### config.mk
export PLATFORM = sky130hd
export DESIGN_NAME = fsm_16bit_split_flat
export DESIGN_NICKNAME = d
export VERILOG_FILES = /design/src/rtl/fsm_16bit_split_if.sv /design/src/rtl/fsm_16bit_split.sv /design/src/flat_wrapper.sv
export SDC_FILE = /design/constraint.sdc
export NUM_CORES = 1
export LEC_CHECK = 0
export ABC_AREA = 1
export CORE_MARGIN = 10
export CORE_UTILIZATION = 50
export CTS_CLUSTER_DIAMETER = 200
export CTS_CLUSTER_SIZE = 12
export DETAILED_ROUTE_END_ITERATION = 7
export PLACE_DENSITY = 0.84
export SYNTH_ARGS = -nofsm -noshare
export SYNTH_HDL_FRONTEND = slang
export SYNTH_SLANG_ARGS = --single-unit
### constraint.sdc
create_clock -name clk -period 3.7 [get_ports clk]
set_clock_uncertainty 0.1 [all_clocks]
set_input_delay 1.11 -clock clk [delete_from_list [all_inputs] [get_ports clk]]
set_output_delay 1.11 -clock clk [all_outputs]
set_load 0.005 [all_outputs]
### src/rtl/fsm_16bit_split_if.sv
// Word-in / half-word-out stream bundle for the word splitter.
// master is the producer+consumer side, slave is the splitter.
interface fsm_16bit_split_if #(
    parameter int IN_W  = 16,
    parameter int OUT_W = 8
);
    logic             data_in_valid;
    logic [IN_W-1:0]  data_in;
    logic             data_in_ready;
    logic [OUT_W-1:0] data_out;
    logic             output_valid;
    logic             output_ready;
    logic             output_last;

    modport master (
        output data_in_valid,
        output data_in,
        output output_ready,
        input  data_in_ready,
        input  data_out,
        input  output_valid,
        input  output_last
    );

    modport slave (
        input  data_in_valid,
        input  data_in,
        input  output_ready,
        output data_in_ready,
        output data_out,
        output output_valid,
        output output_last
    );
endinterface

### src/rtl/fsm_16bit_split.sv
// Splits one IN_W word into two OUT_W halves on a valid/ready stream.
// Define SPLIT_LSB_FIRST_EN to emit the low half first (default: high half).
module fsm_16bit_split #(
    parameter int IN_W  = 16,
    parameter int OUT_W = 8,
    parameter int CNT_W = 8
) (
    input  logic             clk,
    input  logic             reset_n,
    fsm_16bit_split_if.slave bus,
    output logic             busy,
    output logic [CNT_W-1:0] word_count
);
    typedef enum logic [1:0] {
        IDLE    = 2'b00,
        EMIT1   = 2'b01,
        EMIT2   = 2'b10,
        ILLEGAL = 2'b11
    } state_t;

    state_t           state_q, state_d;
    logic [OUT_W-1:0] buf_q, buf_d;
    logic [OUT_W-1:0] dout_q, dout_d;
    logic             vld_q, vld_d;
    logic             last_q, last_d;
    logic [CNT_W-1:0] cnt_q, cnt_d;
    logic [OUT_W-1:0] first_half;
    logic [OUT_W-1:0] second_half;

`ifdef SPLIT_LSB_FIRST_EN
    assign first_half  = bus.data_in[OUT_W-1:0];
    assign second_half = bus.data_in[IN_W-1:OUT_W];
`else
    assign first_half  = bus.data_in[IN_W-1:OUT_W];
    assign second_half = bus.data_in[OUT_W-1:0];
`endif

    always_ff @(posedge clk or negedge reset_n) begin
        if (!reset_n) begin
            state_q <= IDLE;
            buf_q   <= '0;
            dout_q  <= '0;
            vld_q   <= 1'b0;
            last_q  <= 1'b0;
            cnt_q   <= '0;
        end else begin
            state_q <= state_d;
            buf_q   <= buf_d;
            dout_q  <= dout_d;
            vld_q   <= vld_d;
            last_q  <= last_d;
            cnt_q   <= cnt_d;
        end
    end

    // Only the second half needs buffering; the first goes straight out.
    always_comb begin
        state_d = state_q;
        buf_d   = buf_q;
        dout_d  = dout_q;
        vld_d   = vld_q;
        last_d  = last_q;
        cnt_d   = cnt_q;
        unique case (state_q)
            IDLE: begin
                vld_d  = 1'b0;
                last_d = 1'b0;
                if (bus.data_in_valid) begin
                    buf_d   = second_half;
                    dout_d  = first_half;
                    vld_d   = 1'b1;
                    state_d = EMIT1;
                end
            end
            EMIT1: begin
                if (bus.output_ready) begin
                    dout_d  = buf_q;
                    last_d  = 1'b1;
                    state_d = EMIT2;
                end
            end
            EMIT2: begin
                if (bus.output_ready) begin
                    vld_d   = 1'b0;
                    last_d  = 1'b0;
                    cnt_d   = cnt_q + CNT_W'(1);
                    state_d = IDLE;
                end
            end
            default: begin
                vld_d   = 1'b0;
                last_d  = 1'b0;
                state_d = IDLE;
            end
        endcase
    end

    assign bus.data_in_ready = (state_q == IDLE);
    assign bus.data_out      = dout_q;
    assign bus.output_valid  = vld_q;
    assign bus.output_last   = last_q;
    assign busy              = (state_q != IDLE);
    assign word_count        = cnt_q;
endmodule
### src/flat_wrapper.sv
// flat-port wrapper written by rule: the top's interface ports become plain ports
module fsm_16bit_split_flat 
#(
    parameter int IN_W  = 16,
    parameter int OUT_W = 8,
    parameter int CNT_W = 8
)
  (clk, reset_n, busy, word_count, bus_data_in_valid, bus_data_in, bus_output_ready, bus_data_in_ready, bus_data_out, bus_output_valid, bus_output_last);
  fsm_16bit_split_if #(.IN_W(IN_W), .OUT_W(OUT_W)) bus_i ();
  input  logic clk;
  input  logic reset_n;
  output logic busy;
  output logic [CNT_W-1:0] word_count;
  input wire logic [$bits(bus_i.data_in_valid)-1:0] bus_data_in_valid;
  input wire logic [$bits(bus_i.data_in)-1:0] bus_data_in;
  input wire logic [$bits(bus_i.output_ready)-1:0] bus_output_ready;
  output wire logic [$bits(bus_i.data_in_ready)-1:0] bus_data_in_ready;
  output wire logic [$bits(bus_i.data_out)-1:0] bus_data_out;
  output wire logic [$bits(bus_i.output_valid)-1:0] bus_output_valid;
  output wire logic [$bits(bus_i.output_last)-1:0] bus_output_last;
  assign bus_i.data_in_valid = bus_data_in_valid;
  assign bus_i.data_in = bus_data_in;
  assign bus_i.output_ready = bus_output_ready;
  assign bus_data_in_ready = bus_i.data_in_ready;
  assign bus_data_out = bus_i.data_out;
  assign bus_output_valid = bus_i.output_valid;
  assign bus_output_last = bus_i.output_last;
  fsm_16bit_split #(.IN_W(IN_W), .OUT_W(OUT_W), .CNT_W(CNT_W)) u_core (.clk(clk), .reset_n(reset_n), .bus(bus_i), .busy(busy), .word_count(word_count));
endmodule
==> results.json, run 1 <==
{
  "status": "completed",
  "path_buf_inv": 1,
  "core-area_um2": 2520,
  "area_growth_pct": 31.6,
  "die_h_um": 72.0,
  "final_area_um2": 1780,
  "crit_chain": "nor2_4 -> clkdlybuf4s50_1",
  "total_leakage_power_uw": 0.000874,
  "cts_hold_buffers": 0,
  "worstSetupEndpointType": "primary output",
  "p_sw_uw": 486,
  "seq_area_frac_synth_pct": 51.9,
  "drt_wl_total_um": 3110,
  "grt_pass1_vias": 1143,
  "r2r-start": "u_core.state_q[0]$_DFFE_PN0P_",
  "crit_start": "u_core.state_q[0]$_DFFE_PN0P_",
  "relSlewSlack_pct": 76.6,
  "cts_setup_buffers": 0,
  "hold_start": "u_core.bus.output_valid$_DFFE_PN0P_",
  "rows": 18,
  "placed_cell_area_um2": 1740,
  "htreeDepth": 1,
  "final_core_util_pct": 70.4,
  "root_buffer": "clkbuf_4",
  "p_int_uw": 774,
  "synth_top_cell_area_share_pct": 51.9,
  "syn_nets": 165,
  "die_x_um": 72.0,
  "cp.depth": 2,
  "start_util_pct": 53.5,
  "dpl.hpwl_um": 2380,
  "setup_viol": 0,
  "layout-drive-gt1-share_pct": 10.8,
  "synth_warnings": 0,
  "viasPerCell": 5.09,
  "r2r_end": "u_core.bus.data_out[4]$_DFFE_PN0P_",
  "multiInputGateArea_um2": 544,
  "hold_path.class": "reg2reg",
  "min_period_ns": 2.82,
  "slew_viol_final": 0,
  "grt_first_pass_wirelength_um": 5410,
  "io_pins": 40,
  "seqCellArea_um2": 701,
  "ys_seq_elements": 28,
  "ctsResizeCount": 0,
  "drc_errors": 0,
  "tns_ns": 0,
  "drt-wirelength-per-cell_um": 14.5,
  "clkSlewWorstSetupHoldPaths_ns": 0.14,
  "nets": 207,
  "cap_violations": 0,
  "dr_total_vias": 1095,
  "p_per_area_nw_per_um2": 709,
  "ir_worst_vdd_uv": 546,
  "synthTopCellsByArea": "dfrtp_1 (52%), nand2_1 (11%), nand3_1 (5.2%)",
  "drtIter0Drc": 50,
  "tightest_slew_ns": 0.351,
  "port_buffers": 39,
  "clockBufferDepth": 2,
  "cp_max_fo": 6,
  "pwr-share-clk_pct": 12.0,
  "p_comb_share_pct": 45.9,
  "worst_ep_required_time_ns": 2.49,
  "syn_area_um2": 1350,
  "start_kind": "flop",
  "grt_max_degree": 29,
  "ant_nets": 0,
  "crit_end": "bus_data_in_ready",
  "synth_top_cell_by_area": "dfrtp_1",
  "grt_use_total_pct": 12.5,
  "overflow": 0,
  "diodes": 0,
  "fillCellCount": 208,
  "slowest_stage": "clkdlybuf4s50_1",
  "critical_path_class": "reg2out",
  "syn_inst": 144,
  "power.share.switching_pct": 38.6,
  "arrival_ns": 1.61,
  "reg2reg_setup_slack_ns": 2.21,
  "avgSynthCellArea_um2": 9.38,
  "power_frac_seq_pct": 42.1,
  "critical_path.top_delay_family": "buffers and inverters",
  "antenna_found_initial": 0,
  "cts_num_sinks": 28,
  "first_pass_iters": 4,
  "worstSkewPairLatency_ns": 0.33,
  "period_share_pct": 76.3,
  "ff2ff_path_depth": 5,
  "cts_buffers": 3,
  "die_area_um2": 5180,
  "cts_tree": "built",
  "ys_types": 23,
  "gp_congestion": 0.802,
  "grt_setup_unrepaired": "false",
  "fmax_mhz": 354,
  "max_stage_delay_ns": 0.54,
  "hold_viol": 0
}
## metal layers
metal,global-route usage (%),wire length [um],up-vias
met5,0,0,-
li1,-,-,539
met4,3.23,34,0
met2,20.9,1510,38
met3,4.63,266,5
met1,14.8,1310,513
## area by class of cell
class | count | share of cell area (%)
Timing Repair Buffer | 40 | 22.4
Multi-Input combinational cell | 97 | 30.6
Sequential cell | 28 | 39.4
Tap cell | 30 | 2.11
Inverter | 16 | 3.38
Clock buffer | 4 | 2.04
## synth_stat cells (all sizes together)
library cell / instances
nand4: 1
o211ai: 3
o21a: 1
nor2: 9
nand3b: 3
dfrtp: 28
o21ai: 7
inv: 16
a21oi: 5
nand3: 16
ha: 1
nand2: 47
xnor2: 2
clkbuf: 1
xor2: 2
buf: 2
## power groups by stage
stage	Clock (uW)	Sequential (uW)	Combinational [uW]
2_1_floorplan	0	523	346
3_3_place_gp	0	527	562
3_5_place_dp	0	534	585
4_1_cts	153	530	589
5_1_grt	167	548	646
6_report	152	530	578
## cell families after synthesis
group / after synthesis / share of synthesized area, %
fa+ha+maj: 1 / 0.927
xor+xnor: 4 / 2.60
flops: 28 / 51.9
simple gates: 76 / 29.0
buf+inv: 19 / 7.78
compound gates: 16 / 7.78
## worst min-delay path, cell delays in order (launching register included)
cell	delay, ns
dfrtp_1	0.38
nand2_1	0.06
nand2_1	0.05
## sequential cells by signal, summed over array words and instances (netlist names)
signal / cells
u_core.buf_q: 8
u_core.bus.data_out: 8
u_core.word_count: 8
u_core.state_q: 2
u_core.bus.output_last: 1
u_core.bus.output_valid: 1
## how the worst min path moves through the flow
| stage | slack (ns) | cells past startpoint | to |
|---|---|---|---|
| 2_1_floorplan | 0.36 | 2 | u_core.buf_q[4]$_DFFE_PN0P_ |
| 3_3_place_gp | 0.36 | 1 | u_core.bus.output_last$_DFFE_PN0P_ |
| 3_5_place_dp | 0.37 | 2 | u_core.bus.output_valid$_DFFE_PN0P_ |
| 4_1_cts | 0.41 | 2 | u_core.bus.output_valid$_DFFE_PN0P_ |
| 5_1_grt | 0.42 | 2 | u_core.bus.output_valid$_DFFE_PN0P_ |
| 6_report | 0.40 | 2 | u_core.bus.output_valid$_DFFE_PN0P_ |
## per-stage QoR
step | hold WS [ns] | cells | power [uW] | setup slack (ns)
after floorplan | 0.362 | 144 | 869 | 1.76
after global placement | 0.362 | 211 | 1090 | 1.21
after detailed placement | 0.372 | 211 | 1120 | 1.18
after CTS | 0.406 | 215 | 1270 | 0.861
after global routing | 0.418 | 215 | 1360 | 0.807
final | 0.402 | 215 | 1260 | 0.877
## layout by cell type (no fill, tap or decap), types with 2 or more instances in the layout
cell type | synthesis | routed
nand2_2 | 4 | 4
nor2_4 | 3 | 3
nor2_1 | 6 | 6
nand3b_1 | 3 | 3
xnor2_1 | 2 | 2
clkbuf_4 | 0 | 3
dfrtp_1 | 28 | 28
clkdlybuf4s50_1 | 0 | 39
xor2_1 | 2 | 2
o21ai_1 | 2 | 2
inv_1 | 15 | 15
o211ai_2 | 3 | 3
a21oi_1 | 5 | 5
nand3_1 | 14 | 14
nand2_1 | 41 | 41
nand2_4 | 2 | 2
o21ai_0 | 5 | 5
nand3_4 | 2 | 2
Note: power is estimated with default switching activity, not from simulation.
==> run 2, diff against run 1 <==
--- a/config.mk
+++ b/config.mk
@@ -7,11 +7,11 @@
 export LEC_CHECK = 0
 export ABC_AREA = 1
 export CORE_MARGIN = 10
-export CORE_UTILIZATION = 50
+export CORE_UTILIZATION = 42
 export CTS_CLUSTER_DIAMETER = 200
 export CTS_CLUSTER_SIZE = 12
 export DETAILED_ROUTE_END_ITERATION = 7
-export PLACE_DENSITY = 0.84
+export PLACE_DENSITY = 0.75
 export SYNTH_ARGS = -nofsm -noshare
 export SYNTH_HDL_FRONTEND = slang
 export SYNTH_SLANG_ARGS = --single-unit
==> constraint.sdc (replaced) <==
create_clock -name clk -period 2.4 [get_ports clk]
set_clock_uncertainty 0.1 [all_clocks]
set_input_delay 0.72 -clock clk [delete_from_list [all_inputs] [get_ports clk]]
set_output_delay 0.72 -clock clk [all_outputs]
set_load 0.005 [all_outputs]
==> results.json, run 2 (synthesis gave the netlist of run 1 again) <==
{
  "drt-wirelength-per-cell_um": 12.7,
  "grt_pass1_vias": 1131,
  "slew_viol_final": 0,
  "gp_congestion": 0.749,
  "total_leakage_power_uw": 0.000887,
  "worst_ep_required_time_ns": 1.58,
  "start_util_pct": 44.2,
  "rows": 20,
  "arrival_ns": 1.51,
  "worstSkewPairLatency_ns": 0.32,
  "final_common_cell": "nand2_1",
  "fmax_mhz": 430,
  "hold_viol": 0,
  "status": "completed",
  "crit_end": "bus_data_in_ready",
  "port_buffers": 39,
  "core-area_um2": 3050,
  "period_share_pct": 96.9,
  "cp_max_fo": 5,
  "r2r-start": "u_core.state_q[1]$_DFFE_PN0P_",
  "dr_total_vias": 1094,
  "ff2ff_path_depth": 6,
  "critical_path_class": "reg2out",
  "r2r_end": "u_core.bus.data_out[4]$_DFFE_PN0P_",
  "power.share.switching_pct": 37.2,
  "area_growth_pct": 34.8,
  "antenna_found_initial": 0,
  "timing.final.ws_setup_ns": 0.0742,
  "clockBufferDepth": 2,
  "relSlewSlack_pct": 76.9,
  "placed_cell_area_um2": 1760,
  "p_sw_uw": 730,
  "first_pass_iters": 4,
  "total_power_uw": 1960,
  "drc_errors": 0,
  "holdWs_ns": 0.395,
  "drtIter0Drc": 43,
  "cts_tree": "built",
  "die_area_um2": 5880,
  "die_x_um": 76.7,
  "grt_first_pass_wirelength_um": 5080,
  "clkSlewWorstSetupHoldPaths_ns": 0.15,
  "cts_hold_buffers": 0,
  "pwr-share-clk_pct": 11.8,
  "final_area_um2": 1820,
  "reg2reg_setup_slack_ns": 0.89,
  "crit_start": "u_core.state_q[1]$_DFFE_PN0P_",
  "nets": 210,
  "diodes": 0,
  "dp.cells": 225,
  "viasPerCell": 4.72,
  "cts_num_sinks": 28,
  "ant_nets": 0,
  "drt_wl_total_um": 2940,
  "worstSetupEndpointType": "primary output",
  "overflow": 0,
  "power_frac_seq_pct": 40.7,
  "setup_viol": 0,
  "place_ws_ns": 0.247,
  "min_period_ns": 2.33,
  "htreeDepth": 1,
  "final_cell_mix": "nand2_1 (41), clkdlybuf4s50_1 (39), dfrtp_1 (26)",
  "layout-drive-gt1-share_pct": 13.3,
  "dpl.hpwl_um": 2290,
  "p_comb_share_pct": 47.6,
  "ir_worst_vdd_uv": 501,
  "root_buffer": "clkbuf_4",
  "cts_buffers": 3,
  "tightest_slew_ns": 0.347,
  "p_per_area_nw_per_um2": 1080,
  "cap_violations": 0,
  "grt_use_total_pct": 10.1,
  "hold_path.class": "reg2reg",
  "grt_max_degree": 29,
  "die_h_um": 76.7,
  "fin_cells": 232,
  "io_pins": 40,
  "start_kind": "flop",
  "p_int_uw": 1230
}
## run 2: cell count changes in the layout (fill, tap and decap cells not counted), sizes merged
cell,previous run,this run
buf,1,4
## run 2: power groups by stage
stage | clock (uW) | combinational (uW) | sequential (uW)
after floorplan | 0 | 533 | 807
after CTS | 237 | 924 | 800
final | 231 | 933 | 798
after detailed placement | 0 | 898 | 817
after global placement | 0 | 872 | 809
after global routing | 258 | 1050 | 821
## run 2: worst min path at each step
stage                                             start                                  end  slack [ns]  cells past startpoint
finish              u_core.bus.output_valid$_DFFE_PN0P_  u_core.bus.output_valid$_DFFE_PN0P_        0.40                      2
global route         u_core.bus.output_last$_DFFE_PN0P_   u_core.bus.output_last$_DFFE_PN0P_        0.42                      1
CTS                 u_core.bus.output_valid$_DFFE_PN0P_  u_core.bus.output_valid$_DFFE_PN0P_        0.41                      2
global placement    u_core.bus.output_valid$_DFFE_PN0P_  u_core.bus.output_valid$_DFFE_PN0P_        0.36                      2
floorplan                                       reset_n          u_core.buf_q[0]$_DFFE_PN0P_        0.32                      0
detailed placement  u_core.bus.output_valid$_DFFE_PN0P_  u_core.bus.output_valid$_DFFE_PN0P_        0.37                      2
## run 2: repair_timing
action / 4_1_cts / 5_1_grt
endpoints found under the hold margin: 0 / 0
cloned: 0 / 0
gates resized for setup: 2 / 0
setup endpoints to repair: 2 / 2
setup buffers: 1 / 2
pin swaps: 0 / 1
## run 2: metal layers
metal	wire (um)	share of wire, %	global-route usage (%)
met3	210	7.2	4.20
met1	1270	43	11.0
met4	8	0.27	2.23
met5	0	0	0
met2	1450	49	17.8
## run 2: stage by stage
stage	util (%)	TNS (ns)
floorplan	-	0
global placement	57.6	0
detailed placement	57.6	0
CTS	59.1	0
global route	59.6	-0.00859
finish	59.6	0
## run 2: critical path, stage by stage (launching register included)
cell and delay, ns:
dfrtp_2 0.49, nor2_4 0.16, clkdlybuf4s50_1 0.52
## run 2: layout make-up
type                       instances  area, um^2
fill                             281        1230
clock buffer                       4        36.3
multi-input combinational         97         544
tap                               44        55.1
sequential                        28         703
timing repair buffer              43         420
inverter                          16        60.1
==> run 3, diff against run 2 <==
--- a/config.mk
+++ b/config.mk
@@ -6,12 +6,14 @@
 export NUM_CORES = 1
 export LEC_CHECK = 0
 export ABC_AREA = 1
+export CORE_ASPECT_RATIO = 0.8
 export CORE_MARGIN = 10
 export CORE_UTILIZATION = 42
 export CTS_CLUSTER_DIAMETER = 200
 export CTS_CLUSTER_SIZE = 12
 export DETAILED_ROUTE_END_ITERATION = 7
 export PLACE_DENSITY = 0.75
+export SETUP_SLACK_MARGIN = 0.3
 export SYNTH_ARGS = -nofsm -noshare
 export SYNTH_HDL_FRONTEND = slang
 export SYNTH_SLANG_ARGS = --single-unit
==> results.json, run 3 (synthesis gave the netlist of run 1 again) <==
{
  "status": "completed",
  "crit_start": "u_core.word_count[2]$_DFFE_PN0P_",
  "area_growth_pct": 36.2,
  "worstSetupEndpointType": "primary output",
  "grt_max_degree": 29,
  "drc_errors": 0,
  "slew_viol_final": 0,
  "grt_first_pass_wirelength_um": 5330,
  "hold_viol": 0,
  "start_util_pct": 43.8,
  "final_common_cell": "nand2_1",
  "final_cell_mix": "nand2_1 (41), clkdlybuf4s50_1 (37), dfrtp_1 (25)",
  "clockBufferDepth": 2,
  "grt_use_total_pct": 10.6,
  "ir_worst_vdd_uv": 478,
  "crit_chain": "clkdlybuf4s50_1",
  "clkSlewWorstSetupHoldPaths_ns": 0.09,
  "nets": 211,
  "hold_path.class": "reg2reg",
  "fillCellCount": 253,
  "core-area_um2": 3090,
  "dr_total_vias": 1080,
  "start_kind": "flop",
  "arrival_ns": 1.22,
  "ff2ff_path_depth": 6,
  "r2r_end": "u_core.bus.data_out[5]$_DFFE_PN0P_",
  "total_leakage_power_uw": 0.000901,
  "io_pins": 40,
  "rows": 18,
  "antenna_found_initial": 0,
  "cp.depth": 1,
  "drt-wirelength-per-cell_um": 13.0,
  "period_share_pct": 84.8,
  "critical_path.top_delay_family": "buffers and inverters",
  "power.share.switching_pct": 36.7,
  "cts_buffers": 3,
  "pwr-share-clk_pct": 14.5,
  "drt_wl_total_um": 2980,
  "diodes": 0,
  "worst_ep_required_time_ns": 1.58,
  "viasPerCell": 4.72,
  "setup_viol": 0,
  "relSlewSlack_pct": 76.6,
  "die_x_um": 83.4,
  "p_per_area_nw_per_um2": 1090,
  "htreeDepth": 1,
  "fmax_mhz": 491,
  "cap_violations": 0,
  "p_sw_uw": 736,
  "min_period_ns": 2.04,
  "place_ws_ns": 0.260,
  "critical_path_class": "reg2out",
  "die_h_um": 70.7,
  "die_area_um2": 5900,
  "cp_max_fo": 4,
  "first_pass_iters": 5,
  "root_buffer": "clkbuf_8",
  "drtIter0Drc": 59,
  "ant_nets": 0,
  "tightest_slew_ns": 0.352,
  "timing.final.ws_setup_ns": 0.364,
  "path_buf_inv": 1,
  "cts_num_sinks": 28,
  "r2r-start": "u_core.state_q[1]$_DFFE_PN0P_",
  "grt_pass1_vias": 1199,
  "reg2reg_setup_slack_ns": 0.99,
  "grt_setup_unrepaired": "false",
  "holdWs_ns": 0.382,
  "gp_congestion": 0.721,
  "tns_ns": 0,
  "overflow": 0,
  "max_stage_delay_ns": 0.53,
  "p_comb_share_pct": 45.9,
  "layout-drive-gt1-share_pct": 14.3,
  "p_int_uw": 1270,
  "power_frac_seq_pct": 39.6,
  "slowest_stage": "clkdlybuf4s50_1",
  "cts_tree": "built",
  "dpl.hpwl_um": 2240,
  "crit_end": "word_count[2]",
  "port_buffers": 39,
  "worstSkewPairLatency_ns": 0.27
}
run 3: cell count changes in the layout (fill, tap and decap cells not counted), sizes merged:
cell and change:
buf +1, clkdlybuf4s50 -2, dlygate4sd2 +2
run 3: routing by layer:
metal  vias to the layer above  wire [um]  share of wire [%]  global-route usage [%]
met1                       494       1300                 44                    11.2
met2                        32       1400                 47                    19.0
met3                         6        247                8.3                    4.92
li1                        548          -                  -                       -
met5                         -          0                  0                       0
met4                         0         27               0.91                    2.45
run 3: worst reg2reg max path, stage by stage, from the launching register on:
cell and delay (ns):
dfrtp_2 0.44, nor2_4 0.11, buf_4 0.15, nand2_4 0.16, nand2_2 0.23, o211ai_2 0.10
nand2_1 0.07
run 3: worst min path at each step:
stage	from	to	slack [ns]	depth (start not counted)
finish	u_core.bus.output_valid$_DFFE_PN0P_	u_core.bus.output_valid$_DFFE_PN0P_	0.38	2
global route	u_core.bus.output_last$_DFFE_PN0P_	u_core.bus.output_last$_DFFE_PN0P_	0.40	1
CTS	u_core.bus.output_valid$_DFFE_PN0P_	u_core.bus.output_valid$_DFFE_PN0P_	0.39	2
detailed placement	u_core.bus.output_valid$_DFFE_PN0P_	u_core.bus.output_valid$_DFFE_PN0P_	0.37	2
global placement	u_core.bus.output_valid$_DFFE_PN0P_	u_core.bus.output_valid$_DFFE_PN0P_	0.36	2
floorplan	reset_n	u_core.buf_q[0]$_DFFE_PN0P_	0.32	0
run 3: repair_timing:
item,CTS,global route
hold buffers,0,0
pin swaps,1,0
endpoints found under the setup margin,2,2
buffers inserted,3,1
resized for setup,4,1
run 3: final cells by class:
type / instances / area [um^2] / share of cell area (%)
inverters: 16 / 60.1 / 3.27
well taps: 40 / 50.0 / 2.72
multi-input cells: 97 / 544 / 29.6
repair buffers: 44 / 425 / 23.1
flip-flops and latches: 28 / 704 / 38.3
clock buffers: 4 / 55.1 / 2.99
run 3: power by group through the flow:
stage                     clock [uW]  sequential [uW]  combinational [uW]
after floorplan                    0              807                 533
after global placement             0              809                 871
after detailed placement           0              816                 894
after CTS                        303              792                 939
after global routing             323              819                1040
final                            291              795                 920
run 3: through the flow:
stage	utilization, %	std cells	instance area [um^2]	total power (uW)
after floorplan	-	144	1350	1340
after global placement	56.8	221	1750	1680
after detailed placement	56.8	221	1750	1710
after CTS	59.3	228	1830	2030
after global routing	59.6	229	1840	2180
final	59.6	229	1840	2010
